File: src/rtl/pwm_fade_ctrl.sv
`default_nettype none
// ============================================================================
// Module   : pwm_fade_ctrl
// Brief    : LED PWM breathing sequencer (prescaler, slot counter, duty FSM)
// Revision : 1.0
// ============================================================================
module pwm_fade_ctrl #(
    parameter int unsigned CLK_DIV     = 26999,
    parameter int unsigned PWM_TOP     = 9,
    parameter int unsigned STEP_FRAMES = 10,
    parameter int unsigned HOLD_FRAMES = 50,
    parameter logic        LED_ON      = 1'b0
) (
    input  logic       clk,
    input  logic       rst,
    input  logic       start,
    input  logic       stop,
    input  logic       loop,
    input  logic [3:0] max_duty,
    output logic       led,
    output logic [3:0] duty,
    output logic       busy,
    output logic       frame_tc,
    output logic [2:0] state
);

    localparam int unsigned c_div_w   = (CLK_DIV > 0) ? $clog2(CLK_DIV + 1) : 1;
    localparam int unsigned c_frm_max = (STEP_FRAMES > HOLD_FRAMES) ? STEP_FRAMES : HOLD_FRAMES;
    localparam int unsigned c_frm_w   = (c_frm_max > 1) ? $clog2(c_frm_max) : 1;

    localparam logic [c_div_w-1:0] c_div_top  = c_div_w'(CLK_DIV);
    localparam logic [3:0]         c_pwm_top  = 4'(PWM_TOP);
    localparam logic [3:0]         c_duty_max = 4'(PWM_TOP + 1);
    localparam logic [c_frm_w-1:0] c_step_last = c_frm_w'(STEP_FRAMES - 1);
    localparam logic [c_frm_w-1:0] c_hold_last = c_frm_w'(HOLD_FRAMES - 1);

    localparam logic [2:0] c_st_idle    = 3'd0;
    localparam logic [2:0] c_st_up      = 3'd1;
    localparam logic [2:0] c_st_hold_hi = 3'd2;
    localparam logic [2:0] c_st_down    = 3'd3;
    localparam logic [2:0] c_st_hold_lo = 3'd4;

    logic [c_div_w-1:0] r_div;
    logic [3:0]         r_slot;
    logic [c_frm_w-1:0] r_frm;
    logic [2:0]         r_state;
    logic [3:0]         r_duty;
    logic [3:0]         r_target;
    logic               r_stop_req;
    logic               r_led;

    logic               w_tick;
    logic               w_frame_tc;
    logic [3:0]         w_clamp;
    logic [3:0]         w_duty_inc;

    assign w_tick     = (r_div == c_div_top);
    assign w_frame_tc = w_tick && (r_slot == c_pwm_top);
    assign w_clamp    = (max_duty > c_duty_max) ? c_duty_max : max_duty;
    assign w_duty_inc = r_duty + 4'd1;

    always_ff @(posedge clk) begin
        if (rst) begin
            r_div      <= '0;
            r_slot     <= '0;
            r_frm      <= '0;
            r_state    <= c_st_idle;
            r_duty     <= '0;
            r_target   <= '0;
            r_stop_req <= 1'b0;
            r_led      <= ~LED_ON;
        end else begin
            r_div <= w_tick ? '0 : r_div + 1'b1;
            if (w_tick) begin
                r_slot <= (r_slot == c_pwm_top) ? '0 : r_slot + 4'd1;
            end
            r_led <= (r_slot < r_duty) ? LED_ON : ~LED_ON;

            // Set first so that any IDLE entry below clears it in the same cycle.
            if (stop && (r_state != c_st_idle)) begin
                r_stop_req <= 1'b1;
            end

            case (r_state)
                c_st_idle: begin
                    if (start && !stop && (w_clamp != 4'd0)) begin
                        r_state  <= c_st_up;
                        r_target <= w_clamp;
                        r_frm    <= '0;
                    end
                end
                c_st_up: begin
                    if (w_frame_tc) begin
                        if (r_stop_req) begin
                            r_frm <= '0;
                            // Nothing to ramp down from: finish right away.
                            if (r_duty == 4'd0) begin
                                r_state    <= c_st_idle;
                                r_stop_req <= 1'b0;
                            end else begin
                                r_state <= c_st_down;
                            end
                        end else if (r_frm == c_step_last) begin
                            r_frm  <= '0;
                            r_duty <= w_duty_inc;
                            if (w_duty_inc == r_target) begin
                                r_state <= c_st_hold_hi;
                            end
                        end else begin
                            r_frm <= r_frm + 1'b1;
                        end
                    end
                end
                c_st_hold_hi: begin
                    if (w_frame_tc) begin
                        if (r_stop_req || (r_frm == c_hold_last)) begin
                            r_state <= c_st_down;
                            r_frm   <= '0;
                        end else begin
                            r_frm <= r_frm + 1'b1;
                        end
                    end
                end
                c_st_down: begin
                    if (w_frame_tc) begin
                        if (r_frm == c_step_last) begin
                            r_frm <= '0;
                            if (r_duty <= 4'd1) begin
                                r_duty <= 4'd0;
                                if (loop && !r_stop_req) begin
                                    r_state <= c_st_hold_lo;
                                end else begin
                                    r_state    <= c_st_idle;
                                    r_stop_req <= 1'b0;
                                end
                            end else begin
                                r_duty <= r_duty - 4'd1;
                            end
                        end else begin
                            r_frm <= r_frm + 1'b1;
                        end
                    end
                end
                c_st_hold_lo: begin
                    if (w_frame_tc) begin
                        if (r_stop_req) begin
                            r_state    <= c_st_idle;
                            r_stop_req <= 1'b0;
                            r_frm      <= '0;
                        end else if (r_frm == c_hold_last) begin
                            r_frm <= '0;
                            if (loop && (w_clamp != 4'd0)) begin
                                r_state  <= c_st_up;
                                r_target <= w_clamp;
                            end else begin
                                r_state    <= c_st_idle;
                                r_stop_req <= 1'b0;
                            end
                        end else begin
                            r_frm <= r_frm + 1'b1;
                        end
                    end
                end
                default: begin
                    r_state    <= c_st_idle;
                    r_stop_req <= 1'b0;
                end
            endcase
        end
    end

    assign led      = r_led;
    assign duty     = r_duty;
    assign state    = r_state;
    assign busy     = (r_state != c_st_idle);
    assign frame_tc = w_frame_tc;

endmodule
`default_nettype wire

File: config.mk
export PLATFORM = sky130hd
export DESIGN_NAME = pwm_fade_ctrl
export DESIGN_NICKNAME = d
export VERILOG_FILES = /design/src/rtl/pwm_fade_ctrl.sv
export SDC_FILE = /design/constraint.sdc
export NUM_CORES = 1
export LEC_CHECK = 0
export BUFFER_PORTS_ARGS = -buffer_cell sky130_fd_sc_hd__buf_4
export CAP_MARGIN = 40
export CORE_MARGIN = 5
export CORE_UTILIZATION = 40
export DETAILED_ROUTE_END_ITERATION = 10
export SYNTH_ARGS = -nofsm -noshare
export SYNTH_HDL_FRONTEND = slang
export SYNTH_SLANG_ARGS = --single-unit
File: constraint.sdc
create_clock -name clk -period 3.39 [get_ports clk]
set_clock_uncertainty 0.05 [all_clocks]
set_input_delay 0.339 -clock clk [delete_from_list [all_inputs] [get_ports clk]]
set_output_delay 0.339 -clock clk [all_outputs]
set_load 0.1 [all_outputs]
==> results of run 1 <==
## sequential cells by signal, indices dropped and copies added, names as in the netlist
name / count
state: 3
r_target: 4
led: 1
r_frm: 6
r_slot: 4
duty: 4
r_stop_req: 1
r_div: 15
## per-layer routing
layer | global-route usage, % | vias to the layer above
met3 | 3.46 | 6
met5 | 0 | -
li1 | - | 1034
met1 | 17.9 | 913
met4 | 4.60 | 0
met2 | 22.6 | 27
## worst paths after layout
| path | from | to |
|---|---|---|
| setup / recovery | r_div[0]$_SDFF_PP0_ | frame_tc |
| hold / removal | max_duty[3] | r_target[3]$_SDFFE_PP0P_ |
| setup reg to reg | r_div[0]$_SDFF_PP0_ | state[2]$_SDFFE_PP0P_ |
| hold reg to reg | r_div[0]$_SDFF_PP0_ | r_div[0]$_SDFF_PP0_ |
## per-stage QoR
step / util (%) / hold WS, ns / instance area, µm² / std cells
2_1_floorplan: - / 0.380 / 2290 / 280
3_3_place_gp: 44.8 / 0.397 / 2480 / 360
3_5_place_dp: 44.8 / 0.403 / 2480 / 360
4_1_cts: 46.8 / 0.275 / 2590 / 368
5_1_grt: 46.8 / 0.285 / 2590 / 368
6_report: 46.8 / 0.284 / 2590 / 368
## worst max-delay path: cells and delay by family, from the launching register on
family / cells / cell delay (ns)
and+or+nand+nor: 3 / 1.25
DFF: 1 / 0.37
buffers and inverters: 1 / 0.34
adders and majority gates: 1 / 0.23
## power groups by stage
stage               logic (µW)  registers [µW]  clock network [µW]
floorplan                 66.1             478                   0
global placement          94.6             473                   0
detailed placement        95.3             473                   0
CTS                       95.4             463                 398
global route               106             465                 422
finish                    94.9             463                 382
## cells in the final DEF, fill, tap and decap left out, types with 3 or more instances in the layout
master	n
or2_2	3
clkbuf_8	5
nor2b_1	4
a211oi_1	4
a21oi_1	22
or4b_1	3
inv_1	12
nand4b_1	4
nand2_1	17
nand4_1	3
nor2_1	39
xnor2_1	12
xor2_1	8
buf_4	20
or3_1	5
dfxtp_1	38
a31oi_1	5
nor3_1	5
nand3_1	10
o21ai_0	14
ha_1	9
## synth_stat cells (3+ instances only)
master / count / share of area [%]
xnor2_1: 12 / 4.6
or2_2: 3 / 0.82
ha_1: 9 / 4.9
or4b_1: 3 / 1.3
a211oi_1: 4 / 1.3
or3_1: 5 / 1.4
nand2_1: 17 / 2.8
dfxtp_1: 38 / 33
nand3_1: 10 / 2.2
nand4b_1: 4 / 1.5
nor2_1: 40 / 6.6
clkbuf_1: 11 / 1.8
xor2_1: 8 / 3.1
o21ai_0: 14 / 3.1
inv_1: 12 / 2.0
nor3_1: 5 / 1.1
a31oi_1: 5 / 1.4
nor2b_1: 4 / 1.1
a21oi_1: 22 / 4.8
nand4_1: 3 / 0.82
## layout make-up
cell class | count | area (µm²) | area share [%]
clock buffers | 5 | 68.8 | 2.66
clock inverters | 3 | 40.0 | 1.55
inverters | 12 | 45.0 | 1.74
multi-input cells | 218 | 1440 | 55.4
flip-flops and latches | 38 | 761 | 29.4
well taps | 72 | 90.1 | 3.48
repair buffers | 20 | 150 | 5.79
## cells by family after synthesis
kind of cell / count (synthesis) / share of synthesized area [%]
multiplexers: 2 / 0.873
XOR/XNOR: 20 / 7.64
adder cells (fa/ha/maj): 9 / 4.91
flip-flops: 38 / 33.2
buffers and inverters: 24 / 4.26
AND/OR/NAND/NOR: 124 / 31.6
AO/OA/AOI/OAI: 63 / 17.5
==> qor.txt, run 1 <==
Critical Path End Type = output port
slew margin rel. = 58.6%
initial drt markers = 62
Design Power = 940 µW
Syn. warnings = 0
power per cell area = 363 nW/µm²
switching share of power = 25.0%
ratio of cells with drive above 1 in the final layout = 16.2%
CTS tree = done
antenna violations before repair = 0
max layer used = met4
critical path class = register to output port
worst vdd ir = 0.196 mV
crit-path max FO = 4
final slew viol count = 0
I/O pin total = 19
Reg clk slew, reported paths = 0.08 ns
PostCTS Resize Cnt = 0
Peak Freq = 349 MHz
Hold Vio Cnt, Final = 0
maxcap violations = 0
cell count after synthesis = 280
Total Neg Setup Slack = 0 ns
Synth async-reset ratio = 0%
post-route minimum period = 2.87 ns
GRT overflow = 0
Metal-1 WL = 2310 µm
global-route wire length before repair = 8360 µm
Starting Density = 41.4%
synthesized cell area = 2290 µm²
num rows = 27
largest net degree at the start of global routing = 27
DIE WIDTH = 85.7 µm
NetSw = 235 µW
worst r2r path cells = 7
Reg2Reg Setup Slack = 0.68 ns
Pint = 704 µW
WL per Instance = 13.1 µm
RSZ-0062 raised after global routing = no
Critical Path RT = 3.00 ns
Critical-path top delay cell = or4_4
combinational share of power = 10.1%
fill count = 586
Placer Congestion = 0.837
first-pass iteration count of the detailed router = 4
distinct cell type count after synthesis = 58
vias post-DR = 1,980
Worst setup SP type = register
clk sinks = 38
mean number of vias per cell = 5.38
dpl ws = 0.682 ns
Port-buffer cells = 18
GRT Overall Usage = 13.9%
crit-path cells = ha_1 > or4b_1 > or4_4 > nor2_2 > buf_4
root buf cell = clkbuf_8
CTS Buf Count = 5
post-route ant nets = 0
final WL = 4840 µm
synthesized net count = 298
setup ws final = 0.523 ns
clk_lat worst skew = 0.29 ns
chip height = 85.7 µm
fin crit share = 84.6%
routed wl met2 = 2260 µm
DRC viols = 0
diodes inserted = 0
arrival time worst endpoint = 2.48 ns
setup violators final = 0
Post-synth EDFFs = 0
Syn-to-layout area delta = 13.0%
WHS Path Cells = 3
Pleak = 0.000958 µW
die area = 7340 µm²
Hold Path Class = primary input to register
status = finished, final reports clean
H-tree levels = 2
Clock Power Share = 40.7%
post-CTS setup repair buffer count = 0
sequential share of power = 49.2%
worst-case clock buffer depth = 2
sequential share of the synthesized area = 33.2%
dpl hpwl = 3600 µm
synthesized area per cell = 8.19 µm²
Hold-fix buffers, CTS = 0
met3 WL = 194 µm
Final #Nets = 313
core area = 5540 µm²
Synth Flop Type = dfxtp_1
worst slew pin tran = 0.616 ns
Max stage delay on crit path = 0.57 ns
Synth Register Bits = 38
vias in the first global route = 1,816
(Power assumes the default switching activity.)
==> run 2: changes to the inputs <==
==> constraint.sdc (replaced) <==
create_clock -name clk -period 2.4 [get_ports clk]
set_clock_uncertainty 0.05 [all_clocks]
set_input_delay 0.24 -clock clk [delete_from_list [all_inputs] [get_ports clk]]
set_output_delay 0.24 -clock clk [all_outputs]
set_load 0.1 [all_outputs]
==> run 2 against run 1 <==
  * The run now ends with setup timing left
  * Register-to-register slack worse by 0.69 ns
  * Power is 37% higher
  * Hold slack got worse by 0.091 ns
  * Cell count is 6.0% higher
  * Critical endpoint unchanged
  * Largest power group unchanged
==> qor.txt, run 2 (same netlist as run 1, synthesis figures left out) <==
status = finished, violations left
failing checks = setup timing
Hold-fix buffers, CTS = 0
Starting Density = 41.4%
maxcap violations = 0
utilization after layout = 51.0%
CTS tree = done
Port-buffer cells = 18
final WL = 5070 µm
most frequent cells in the layout = nor2_1, buf_4, dfxtp_1
Reg2Reg Capture Point = state[0]$_SDFFE_PP0P_
Pleak = 0.00108 µW
largest net degree at the start of global routing = 27
worst vdd ir = 0.219 mV
worst slew pin tran = 0.355 ns
global-route wire length before repair = 8670 µm
fill count = 541
critical path class = register to output port
power per cell area = 454 nW/µm²
vias in the first global route = 1,822
fin crit share = 101%
num rows = 27
initial drt markers = 130
clk sinks = 38
clk_lat worst skew = 0.29 ns
dpl hpwl = 3700 µm
non-filler instance count after layout = 390
arrival time worst endpoint = 2.14 ns
Critical R2R Launch = r_div[0]$_SDFF_PP0_
Syn-to-layout area delta = 23.3%
dpl ws = 0.0165 ns
first-pass iteration count of the detailed router = 4
I/O pin total = 19
CTS Buf Count = 5
CP startpoint = r_div[0]$_SDFF_PP0_
Critical Path End Type = output port
crit-path max FO = 3
slew margin rel. = 75.7%
RSZ-0062 raised after global routing = yes
Biggest register = r_div
Hold Vio Cnt, Final = 0
Design Power = 1280 µW
Reg2Reg Setup Slack = -0.01 ns
DRC viols = 0
DIE WIDTH = 85.7 µm
Multi-input gate area = 1490 µm²
worst-case clock buffer depth = 2
WHS Path Cells = 3
Worst setup SP type = register
Reg clk slew, reported paths = 0.07 ns
ratio of cells with drive above 1 in the final layout = 25.8%
Register Area = 776 µm²
root buf cell = clkbuf_8
final slew viol count = 0
Critical Path RT = 2.11 ns
Peak Freq = 411 MHz
Top Registers = r_div (15), r_frm (6)
WL per Instance = 13.0 µm
crit path to = frame_tc
H-tree levels = 2
setup violators final = 2
post-route minimum period = 2.43 ns
antenna violations before repair = 0
Placer Congestion = 0.842
setup ws final = -0.0330 ns
Final #Nets = 335
vias post-DR = 2,100
Cells after DPL = 378
chip height = 85.7 µm
die area = 7340 µm²
Hold Path Class = primary input to register
core area = 5540 µm²
post-route ant nets = 0
worst r2r path cells = 9
GRT Overall Usage = 14.4%
mean number of vias per cell = 5.38
Total Neg Setup Slack = -0.0439 ns
max reg flops = 15
diodes inserted = 0
GRT overflow = 0
==> run 2: metrics by stage <==
stage | area (µm²) | hold WS [ns]
final | 2830 | 0.193
after global routing | 2830 | 0.197
after CTS | 2780 | 0.181
after detailed placement | 2670 | 0.403
after global placement | 2670 | 0.391
after floorplan | 2340 | 0.334
==> run 2: how the worst min path moves through the flow <==
stage | slack (ns) | endpoint | start
4_1_cts | 0.18 | r_target[3]$_SDFFE_PP0P_ | max_duty[3]
3_5_place_dp | 0.40 | r_div[0]$_SDFF_PP0_ | r_div[0]$_SDFF_PP0_
3_3_place_gp | 0.39 | r_div[0]$_SDFF_PP0_ | r_div[0]$_SDFF_PP0_
6_report | 0.19 | r_target[3]$_SDFFE_PP0P_ | max_duty[3]
2_1_floorplan | 0.33 | r_target[3]$_SDFFE_PP0P_ | max_duty[3]
5_1_grt | 0.20 | r_target[3]$_SDFFE_PP0P_ | max_duty[3]
==> run 2: metal layers <==
| metal | track usage (%) | vias up | routed length [µm] |
|---|---|---|---|
| met5 | 0 | - | 0 |
| met3 | 3.36 | 7 | 197 |
| met2 | 22.5 | 38 | 2270 |
| met1 | 19.7 | 972 | 2520 |
| met4 | 4.17 | 0 | 82 |
| li1 | - | 1083 | - |
==> run 2: report_power, final <==
group / switching, µW / internal [µW]
registers: 8.17 / 641
clock network: 230 / 232
logic: 101 / 71.7
==> run 2: area by class of cell <==
| class | count | share of cell area [%] |
|---|---|---|
| Inverter | 12 | 1.59 |
| Clock buffer | 7 | 3.06 |
| Timing Repair Buffer | 42 | 11.9 |
| Multi-Input combinational cell | 218 | 52.7 |
| Clock inverter | 1 | 0.177 |
| Sequential cell | 38 | 27.5 |
| Tap cell | 72 | 3.19 |
==> run 2: worst max-delay path: stages (launching register included) <==
cell	delay [ns]
dfxtp_4	0.37
ha_4	0.12
or4b_1	0.42
or4_4	0.45
buf_6	0.14
nor2_4	0.16
buf_12	0.20
==> run 2: timing repair <==
action,CTS,global route
resized for setup,5,4
pin swaps,0,6
setup buffers,0,4
hold endpoints to repair,0,0
endpoints found under the setup margin,1,8
==> run 3: changes to the inputs <==
--- a/config.mk
+++ b/config.mk
@@ -5,9 +5,9 @@
 export SDC_FILE = /design/constraint.sdc
 export NUM_CORES = 1
 export LEC_CHECK = 0
-export BUFFER_PORTS_ARGS = -buffer_cell sky130_fd_sc_hd__buf_4
+export BUFFER_PORTS_ARGS = -buffer_cell sky130_fd_sc_hd__buf_2
 export CAP_MARGIN = 40
-export CORE_MARGIN = 5
+export CORE_MARGIN = 8
 export CORE_UTILIZATION = 40
 export DETAILED_ROUTE_END_ITERATION = 10
 export SYNTH_ARGS = -nofsm -noshare
==> constraint.sdc (replaced) <==
create_clock -name clk -period 3.1 [get_ports clk]
set_clock_uncertainty 0.05 [all_clocks]
set_input_delay 0.31 -clock clk [delete_from_list [all_inputs] [get_ports clk]]
set_output_delay 0.31 -clock clk [all_outputs]
set_load 0.1 [all_outputs]
==> run 3 against run 2 <==
  * The run now ends clean
  * Worst setup slack improved by 0.24 ns
  * Sequential power shrank 22%
  * Sequential share of layout area up 2.7 points
  * First-iteration DRC count fell by 52%
  * Count of clock-buffer cells in the layout stayed put
  * Via count decreased by 5.2%
  * Final area shrank 11%
  * Register-to-register slack gained 0.40 ns
  * Flip-flop and latch count unchanged
  * Largest cell class unchanged
==> qor.txt, run 3 (same netlist as run 1, synthesis figures left out) <==
Biggest register = r_div
PostCTS Resize Cnt = 0
DIE WIDTH = 91.7 µm
die area = 8410 µm²
Worst setup SP type = register
I/O pin total = 19
worst vdd ir = 0.168 mV
clk sinks = 38
most frequent cells in the layout = nor2_1, dfxtp_1, a21oi_1
Hold-fix buffers, CTS = 0
hold_sp = max_duty[0]
final WL = 5030 µm
root buf cell = clkbuf_8
power per cell area = 367 nW/µm²
worst path buffer plus inverter count = 1
arrival time worst endpoint = 2.53 ns
final slew viol count = 0
critical path class = register to output port
worst slew pin tran = 0.563 ns
non-filler instance count after layout = 368
global-route wire length before repair = 8560 µm
Placer Congestion = 0.799
CP startpoint = r_div[0]$_SDFF_PP0_
diodes inserted = 0
Top Registers = r_div (15), r_frm (6)
ratio of cells with drive above 1 in the final layout = 15.5%
WL per Instance = 13.7 µm
CTS Buf Count = 5
Hold Path Class = primary input to register
num rows = 27
core area = 5510 µm²
RSZ-0062 raised after global routing = no
Max stage delay on crit path = 0.58 ns
fin crit share = 93.3%
largest net degree at the start of global routing = 27
vias in the first global route = 1,825
post-CTS setup repair buffer count = 0
CTS tree = done
Port-buffer cells = 18
Hold Vio Cnt, Final = 0
H-tree levels = 2
worst-case clock buffer depth = 2
Pleak = 0.000937 µW
Critical Path End Type = output port
Total Neg Setup Slack = 0 ns
DRC viols = 0
Final #Nets = 314
Critical R2R Launch = r_div[0]$_SDFF_PP0_
initial drt markers = 62
Reg2Reg Setup Slack = 0.39 ns
Starting Density = 41.6%
max reg flops = 15
most common cell after layout, fill and taps aside = nor2_1
vias post-DR = 1,991
first-pass iteration count of the detailed router = 4
dpl hpwl = 3660 µm
maxcap violations = 0
setup violators final = 0
post-route ant nets = 0
fill count = 574
Peak Freq = 346 MHz
Reg clk slew, reported paths = 0.08 ns
crit-path cells = ha_1 > or4b_1 > or4_4 > nor2_4 > buf_2
post-route minimum period = 2.89 ns
GRT Overall Usage = 12.1%
antenna violations before repair = 0
clk_lat worst skew = 0.29 ns
Cells after DPL = 361
chip height = 91.7 µm
Critical Path RT = 2.74 ns
status = finished, final reports clean
cell family with the largest share of critical-path delay = simple AND/OR/NAND/NOR gates
mean number of vias per cell = 5.41
GRT overflow = 0
Syn-to-layout area delta = 10.2%
crit-path max FO = 4
slew margin rel. = 61.9%
Critical-path top delay cell = or4_4
run 3: cell count changes in the layout (fill, tap and decap cells not counted), sizes merged:
cell,change
buf,-21
clkinv,-1
run 3: metrics by stage:
| stage | hold slack [ns] | utilization, % | setup WS, ns | instance area (µm²) | total power, µW |
|---|---|---|---|---|---|
| after floorplan | 0.380 | - | 0.147 | 2300 | 595 |
| after global placement | 0.396 | 44.5 | 0.444 | 2450 | 617 |
| after detailed placement | 0.404 | 44.5 | 0.393 | 2450 | 618 |
| after CTS | 0.256 | 45.9 | 0.186 | 2530 | 944 |
| after global routing | 0.293 | 45.9 | 0.110 | 2530 | 973 |
| final | 0.260 | 45.9 | 0.209 | 2530 | 928 |
run 3: per-layer routing:
metal	track usage [%]	wire [µm]	vias up
li1	-	-	1033
met1	15.5	2480	916
met2	19.0	2230	33
met3	3.02	238	9
met4	4.97	80	0
met5	0	0	-
run 3: worst min-delay path: cells and delay by family:
family | cells | cell delay [ns]
AOI/OAI and AO/OA | 2 | 0.13
buffers and inverters | 1 | 0.11
run 3: path summary, 6_finish.rpt:
check                           depth (start not counted)                  endpoint
worst max-delay path                                    5                  frame_tc
worst min-delay path                                    3  r_target[0]$_SDFFE_PP0P_
worst max register to register                          7  r_target[2]$_SDFFE_PP0P_
worst min register to register                          1       r_div[0]$_SDFF_PP0_
run 3: layout make-up:
class | instances | area, µm² | share of cell area, %
tap | 72 | 90.1 | 3.57
timing repair buffer | 21 | 113 | 4.46
multi-input combinational | 218 | 1440 | 57.1
inverter | 12 | 45.0 | 1.78
clock buffer | 7 | 76.3 | 3.02
sequential | 38 | 761 | 30.1
run 3: report_power, final:
part	internal, µW	total, µW	switching, µW
Sequential	496	506	10.2
Clock	155	321	166
Combinational	33.3	100	67.2
